===== src/rtl/apply_result_reducer.sv =====
// rtl/apply_result_reducer.sv - BDD apply return leg: reduce or OR-merge children, unique-table lookup, cache insert, result.
// One request in flight; every output is decoded from the current state and the registered request.
module apply_result_reducer #(
  parameter int IDX_W    = 30,
  parameter int VAR_W    = 16,
  parameter int TYPE_W   = 3,
  parameter int IDX_ZERO = 0,
  parameter int IDX_ONE  = 1,
  parameter int TYPE_OR  = 4
) (
  input  logic              clk,
  input  logic              reset_n,
  input  logic              req_valid,
  output logic              req_ready,
  input  logic [TYPE_W-1:0] req_type,
  input  logic [IDX_W-1:0]  req_f,
  input  logic [IDX_W-1:0]  req_g,
  input  logic [VAR_W-1:0]  req_var,
  input  logic              req_quant,
  input  logic [IDX_W-1:0]  req_low,
  input  logic [IDX_W-1:0]  req_high,
  output logic              ut_valid,
  input  logic              ut_ready,
  output logic [VAR_W-1:0]  ut_var,
  output logic [IDX_W-1:0]  ut_low,
  output logic [IDX_W-1:0]  ut_high,
  input  logic              ut_rsp_valid,
  input  logic [IDX_W-1:0]  ut_rsp_idx,
  output logic              sp_valid,
  input  logic              sp_ready,
  output logic [IDX_W-1:0]  sp_f,
  output logic [IDX_W-1:0]  sp_g,
  output logic [TYPE_W-1:0] sp_type,
  input  logic              sp_rsp_valid,
  input  logic [IDX_W-1:0]  sp_rsp_idx,
  output logic              cw_valid,
  input  logic              cw_ready,
  output logic [TYPE_W-1:0] cw_type,
  output logic [IDX_W-1:0]  cw_f,
  output logic [IDX_W-1:0]  cw_g,
  output logic [IDX_W-1:0]  cw_res,
  output logic              res_valid,
  input  logic              res_ready,
  output logic [IDX_W-1:0]  res_idx
);

  localparam logic [IDX_W-1:0]  IdxZero = IDX_W'(IDX_ZERO);
  localparam logic [IDX_W-1:0]  IdxOne  = IDX_W'(IDX_ONE);
  localparam logic [TYPE_W-1:0] TypeOr  = TYPE_W'(TYPE_OR);

  typedef enum logic [2:0] {
    IDLE, DECIDE, UT_REQ, UT_WAIT, SP_REQ, SP_WAIT, CW, RES
  } state_t;

  state_t state, stateNext;

  logic [TYPE_W-1:0] opType;
  logic [IDX_W-1:0]  opF, opG, opLow, opHigh;
  logic [VAR_W-1:0]  opVar;
  logic              opQuant;
  logic [IDX_W-1:0]  result, resultNext;

  always_ff @(posedge clk or negedge reset_n) begin
    if (!reset_n) begin
      state <= IDLE;
    end else begin
      state <= stateNext;
    end
  end

  always_ff @(posedge clk or negedge reset_n) begin
    if (!reset_n) begin
      opType  <= '0;
      opF     <= '0;
      opG     <= '0;
      opVar   <= '0;
      opQuant <= 1'b0;
      opLow   <= '0;
      opHigh  <= '0;
      result  <= '0;
    end else begin
      result <= resultNext;
      if (req_valid && req_ready) begin
        opType  <= req_type;
        opF     <= req_f;
        opG     <= req_g;
        opVar   <= req_var;
        opQuant <= req_quant;
        opLow   <= req_low;
        opHigh  <= req_high;
      end
    end
  end

  always_comb begin
    stateNext  = state;
    resultNext = result;
    req_ready  = 1'b0;
    ut_valid   = 1'b0;
    ut_var     = '0;
    ut_low     = '0;
    ut_high    = '0;
    sp_valid   = 1'b0;
    sp_f       = '0;
    sp_g       = '0;
    sp_type    = '0;
    cw_valid   = 1'b0;
    cw_type    = '0;
    cw_f       = '0;
    cw_g       = '0;
    cw_res     = '0;
    res_valid  = 1'b0;
    res_idx    = '0;
    case (state)
      IDLE: begin
        req_ready = 1'b1;
        if (req_valid) stateNext = DECIDE;
      end
      DECIDE: begin
        // Quantified: OR of the children with its terminal identities; otherwise node reduction.
        if (opQuant) begin
          if (opLow == IdxOne || opHigh == IdxOne) begin
            resultNext = IdxOne;
            stateNext  = CW;
          end else if (opLow == IdxZero) begin
            resultNext = opHigh;
            stateNext  = CW;
          end else if (opHigh == IdxZero || opLow == opHigh) begin
            resultNext = opLow;
            stateNext  = CW;
          end else begin
            stateNext = SP_REQ;
          end
        end else if (opLow == opHigh) begin
          resultNext = opLow;
          stateNext  = CW;
        end else begin
          stateNext = UT_REQ;
        end
      end
      UT_REQ: begin
        ut_valid = 1'b1;
        ut_var   = opVar;
        ut_low   = opLow;
        ut_high  = opHigh;
        if (ut_ready) begin
          if (ut_rsp_valid) begin
            resultNext = ut_rsp_idx;
            stateNext  = CW;
          end else begin
            stateNext = UT_WAIT;
          end
        end
      end
      UT_WAIT: begin
        if (ut_rsp_valid) begin
          resultNext = ut_rsp_idx;
          stateNext  = CW;
        end
      end
      SP_REQ: begin
        sp_valid = 1'b1;
        sp_f     = opLow;
        sp_g     = opHigh;
        sp_type  = TypeOr;
        if (sp_ready) begin
          if (sp_rsp_valid) begin
            resultNext = sp_rsp_idx;
            stateNext  = CW;
          end else begin
            stateNext = SP_WAIT;
          end
        end
      end
      SP_WAIT: begin
        if (sp_rsp_valid) begin
          resultNext = sp_rsp_idx;
          stateNext  = CW;
        end
      end
      CW: begin
        cw_valid = 1'b1;
        cw_type  = opType;
        cw_f     = opF;
        cw_g     = opG;
        cw_res   = result;
        if (cw_ready) stateNext = RES;
      end
      RES: begin
        res_valid = 1'b1;
        res_idx   = result;
        if (res_ready) stateNext = IDLE;
      end
      default: stateNext = IDLE;
    endcase
  end

endmodule

===== config.mk =====
export PLATFORM = sky130hd
export DESIGN_NAME = apply_result_reducer
export DESIGN_NICKNAME = d
export VERILOG_FILES = /design/src/rtl/apply_result_reducer.sv
export SDC_FILE = /design/constraint.sdc
export NUM_CORES = 1
export LEC_CHECK = 0
export BUFFER_PORTS_ARGS = -buffer_cell sky130_fd_sc_hd__clkbuf_2
export CAP_MARGIN = 10
export CORE_AREA = 2 2 185 187
export DETAILED_ROUTE_END_ITERATION = 8
export DIE_AREA = 0 0 187 189
export GPL_TIMING_DRIVEN = 0
export PLACE_DENSITY = 0.58
export SLEW_MARGIN = 20
export SYNTH_ARGS = -nofsm -noshare
export SYNTH_HDL_FRONTEND = slang
export SYNTH_SLANG_ARGS = --single-unit

===== constraint.sdc =====
create_clock -name clk -period 2.1 [get_ports clk]
set_clock_uncertainty 0.15 [all_clocks]
set_input_delay 0.42 -clock clk [delete_from_list [all_inputs] [get_ports clk]]
set_output_delay 0.42 -clock clk [all_outputs]
set_load 0.03 [all_outputs]

==> reports/results.tsv <==
stage	metric	value	unit
finish	synthesis-to-layout area growth	89.8	%
drt	Final ANT Viol Nets	0	
clock_tree	clock latency at the later pin of the worst-skew pair	0.44	ns
min_path	hold path startpoint	req_low[23]	
pwr	logic gate share of total power	64.5	%
synth	top_reg_cell synth	dfrtp_1	
finish	Finished Core Util	55.3	%
placed_design	DP HPWL	32200	µm
synth	Yosys cell types	45	
pwr	Max VDD drop	0.000708	V
setup_path	kind of critical path	flip-flop to output pin	
sta	Final Critical Period	2.71	ns
placed_design	GPL Wtd Cong	0.839	
floorplan	Rows	67	
status	outcome	finished with violations	
finish	share of cells above drive strength 1	76.4	%
min_path	Hold Crit Class	primary input to flip-flop	
synth	Syn Inst Count	890	
finish	Nets	1686	
sta	Total Neg Setup Slack	-172.92	ns
placed_design	Placed Cells	1814	
drt	Vias/cell	4.98	
placed_design	IO Port Bufs	473	
global_routing	vias in the first global route	10354	
drt	Residual DRC	0	
finish	filler instances	2774	
finish	cell area after layout	18400	µm²
drt	average wire per standard cell	24.4	µm
drt	DRT iter0 DRCs	396	
setup_path	WP data required	1.53	ns
setup_path	reg2reg start	opHigh[15]$_DFFE_PN0P_	
finish	Multi-input gate area	6030	µm²
sta	fin. max-slew vios	0	
global_routing	global-route wire length before repair	68400	µm
setup_path	critical path peak fanout	7	
clock_tree	Inserted Clock Buffers	17	
global_routing	largest net degree at the start of global routing	86	
pwr	switching share of power	42.7	%
clock_tree	CTS max path bufs	2	
pwr	Leakage	8.44	nW
clock_tree	Clk pin slew, worst setup/hold paths	0.08	ns
run	Max-Cap Viols	0	
pwr	Internal	17.5	mW
floorplan	Die Span X	187	µm
floorplan	Starting Density	29.1	%
sta	Max-slew headroom	60.9	%
floorplan	Core ar.	33300	µm²
setup_path	CP arrival	2.14	ns
clock_tree	H-tree Lvls	4	
synth	Synthesis Warnings	0	
placed_design	pre-CTS setup slack	-1.17	ns
sta	fin worst setup slack	-0.608	ns
synth	number of synthesized flops with an enable pin	0	
clock_tree	TritonCTS clock tree	yes	
global_routing	initial antenna violation count	4	
floorplan	Die Ht	189	µm
global_routing	aggregate global-route resource usage	26.1	%
pwr	P per Cell Area	1660	nW/µm²
finish	Reg area	4370	µm²
sta	FMAX	0.369	GHz
pwr	clock power share	11.1	%
sta	final period utilization	129	%
clock_tree	Root Driver	clkbuf_16	
sta	slew at the pin with the worst max-slew slack	0.587	ns
status	failing checks	setup timing	
sta	unrepaired setup endpoints after global routing	yes	
synth	Yosys reg bits	173	
setup_path	crit path launch	state[1]$_DFFE_PN0P_	
clock_tree	CTS sink cnt	173	
pwr	register share of total power	24.4	%
floorplan	IO Pins	476	
sta	final setup vio count	436	
synth	Seq/Total Area, Yosys	44.7	%
placed_design	Placed Area	13000	µm²
synth	Post-Syn Area per Cell	10.9	µm²
drt	vias after detailed routing	9669	
synth	synthesized cell area	9690	µm²
global_routing	GRT overflow	0	
drt	final WL	47300	µm
drt	first-pass iteration count of the detailed router	5	
pwr	Net Sw Power	13.1	mW
floorplan	die area	35300	µm²
finish	fin cells	1940	
setup_path	crit end category	output pin	
synth	Async SR Flop Fraction	100	%
sta	Hold Fails Final Rpt	0	
setup_path	startpoint types	flip-flop	
## cell usage in the layout, fill, tap and decap left out, types with 13 or more instances in the layout
master       n
a31oi_1     13
a22oi_1     25
clkbuf_8    50
clkbuf_2   223
buf_8      203
and2_1      43
mux2_4      25
xnor2_1     21
buf_4       48
dfrtp_2     32
o21ai_1     23
and2_4     212
dfrtp_1    141
nand4_1     13
clkbuf_16   40
mux2_2     142
buf_6       51
clkbuf_4    17
## worst paths after layout
check	slack, ns	cells after the start	end
setup / recovery	-0.61	9	ut_low[29]
hold / removal	0.04	3	opLow[23]$_DFFE_PN0P_
setup reg to reg	-0.55	8	result[16]$_DFFE_PN0P_
hold reg to reg	0.36	1	opVar[9]$_DFFE_PN0P_
max in group asynchronous	0.87	3	opLow[4]$_DFFE_PN0P_
min in group asynchronous	0.22	2	opG[6]$_DFFE_PN0P_
## synthesized netlist by cell type (all sizes together), types with 6 or more instances
| master | n | area, µm² |
|---|---|---|
| nand2 | 9 | 33.8 |
| a22oi | 25 | 188 |
| nand4 | 13 | 81.3 |
| inv | 6 | 22.5 |
| mux2 | 169 | 1980 |
| dfrtp | 173 | 4330 |
| buf | 24 | 150 |
| nor4 | 16 | 115 |
| nor2 | 15 | 56.3 |
| and2 | 258 | 1610 |
| o21ai | 31 | 155 |
| xnor2 | 30 | 263 |
| clkbuf | 45 | 169 |
| a31oi | 27 | 169 |
| a21oi | 7 | 35.0 |
## logic make-up (layout without fill, tap and decap cells)
group,count (synthesis),after routing,share of synthesized area [%]
multiplexers,171,171,20.8
flip-flops,173,173,44.7
buffers and inverters,75,674,3.53
XOR/XNOR,30,30,2.71
AO/OA/AOI/OAI,108,108,7.21
other,1,4,0.0387
AND/OR/NAND/NOR,332,332,21.1
## per-layer routing
metal	GRT usage [%]	wire (µm)	vias to the layer above	share of wire, %
met4	6.75	1180	4	2.5
met2	46.6	24200	443	51
met3	7.01	3100	63	6.6
met5	0	25	-	0.053
li1	-	-	4266	-
met1	31.0	18800	4893	40
## critical path, stage by stage (launching register included)
cell	delay, ns
dfrtp_1	0.43
buf_6	0.15
buf_8	0.11
nor3b_4	0.15
buf_12	0.13
clkbuf_16	0.17
buf_8	0.14
buf_12	0.12
and2_4	0.15
buf_8	0.13
## state kept, by name, summed over array words and instances (netlist names)
signal	flops
opVar	16
opQuant	1
opG	30
result	30
opType	3
opLow	30
opF	30
state	3
opHigh	30
## power groups by stage
stage / Combinational, mW / Clock, mW / Sequential [mW]
floorplan: 9.01 / 0 / 6.08
global placement: 12.2 / 0 / 7.07
detailed placement: 12.4 / 0 / 7.13
CTS: 18.2 / 3.45 / 7.28
global route: 20.7 / 3.58 / 7.68
finish: 19.7 / 3.39 / 7.47
## stage by stage
step / hold slack, ns / total power [mW]
6_report: 0.0370 / 30.6
5_1_grt: 0.0342 / 31.9
4_1_cts: 0.0225 / 28.9
3_5_place_dp: 0.129 / 19.5
3_3_place_gp: 0.331 / 19.3
2_1_floorplan: -0.0256 / 15.1
## final cells by class
class                           instances  share of cell area [%]
Buffer                                 64                    5.03
Timing Repair Buffer                  572                    31.8
Sequential cell                       173                    23.8
Antenna cell                            2                  0.0272
Clock buffer                           18                    2.39
Clock inverter                         14                   0.946
Inverter                                6                   0.191
Tap cell                              448                    3.05
Multi-Input combinational cell        643                    32.8
## repair_timing
item,in CTS,in global routing
hold endpoints to repair,117,0
hold buffers,1,0
setup buffers,69,15
gates cloned,17,6
resized for setup,774,404
setup endpoints to repair,382,438
pin swaps,99,21
No activity file was read; power rests on OpenSTA's default activity.
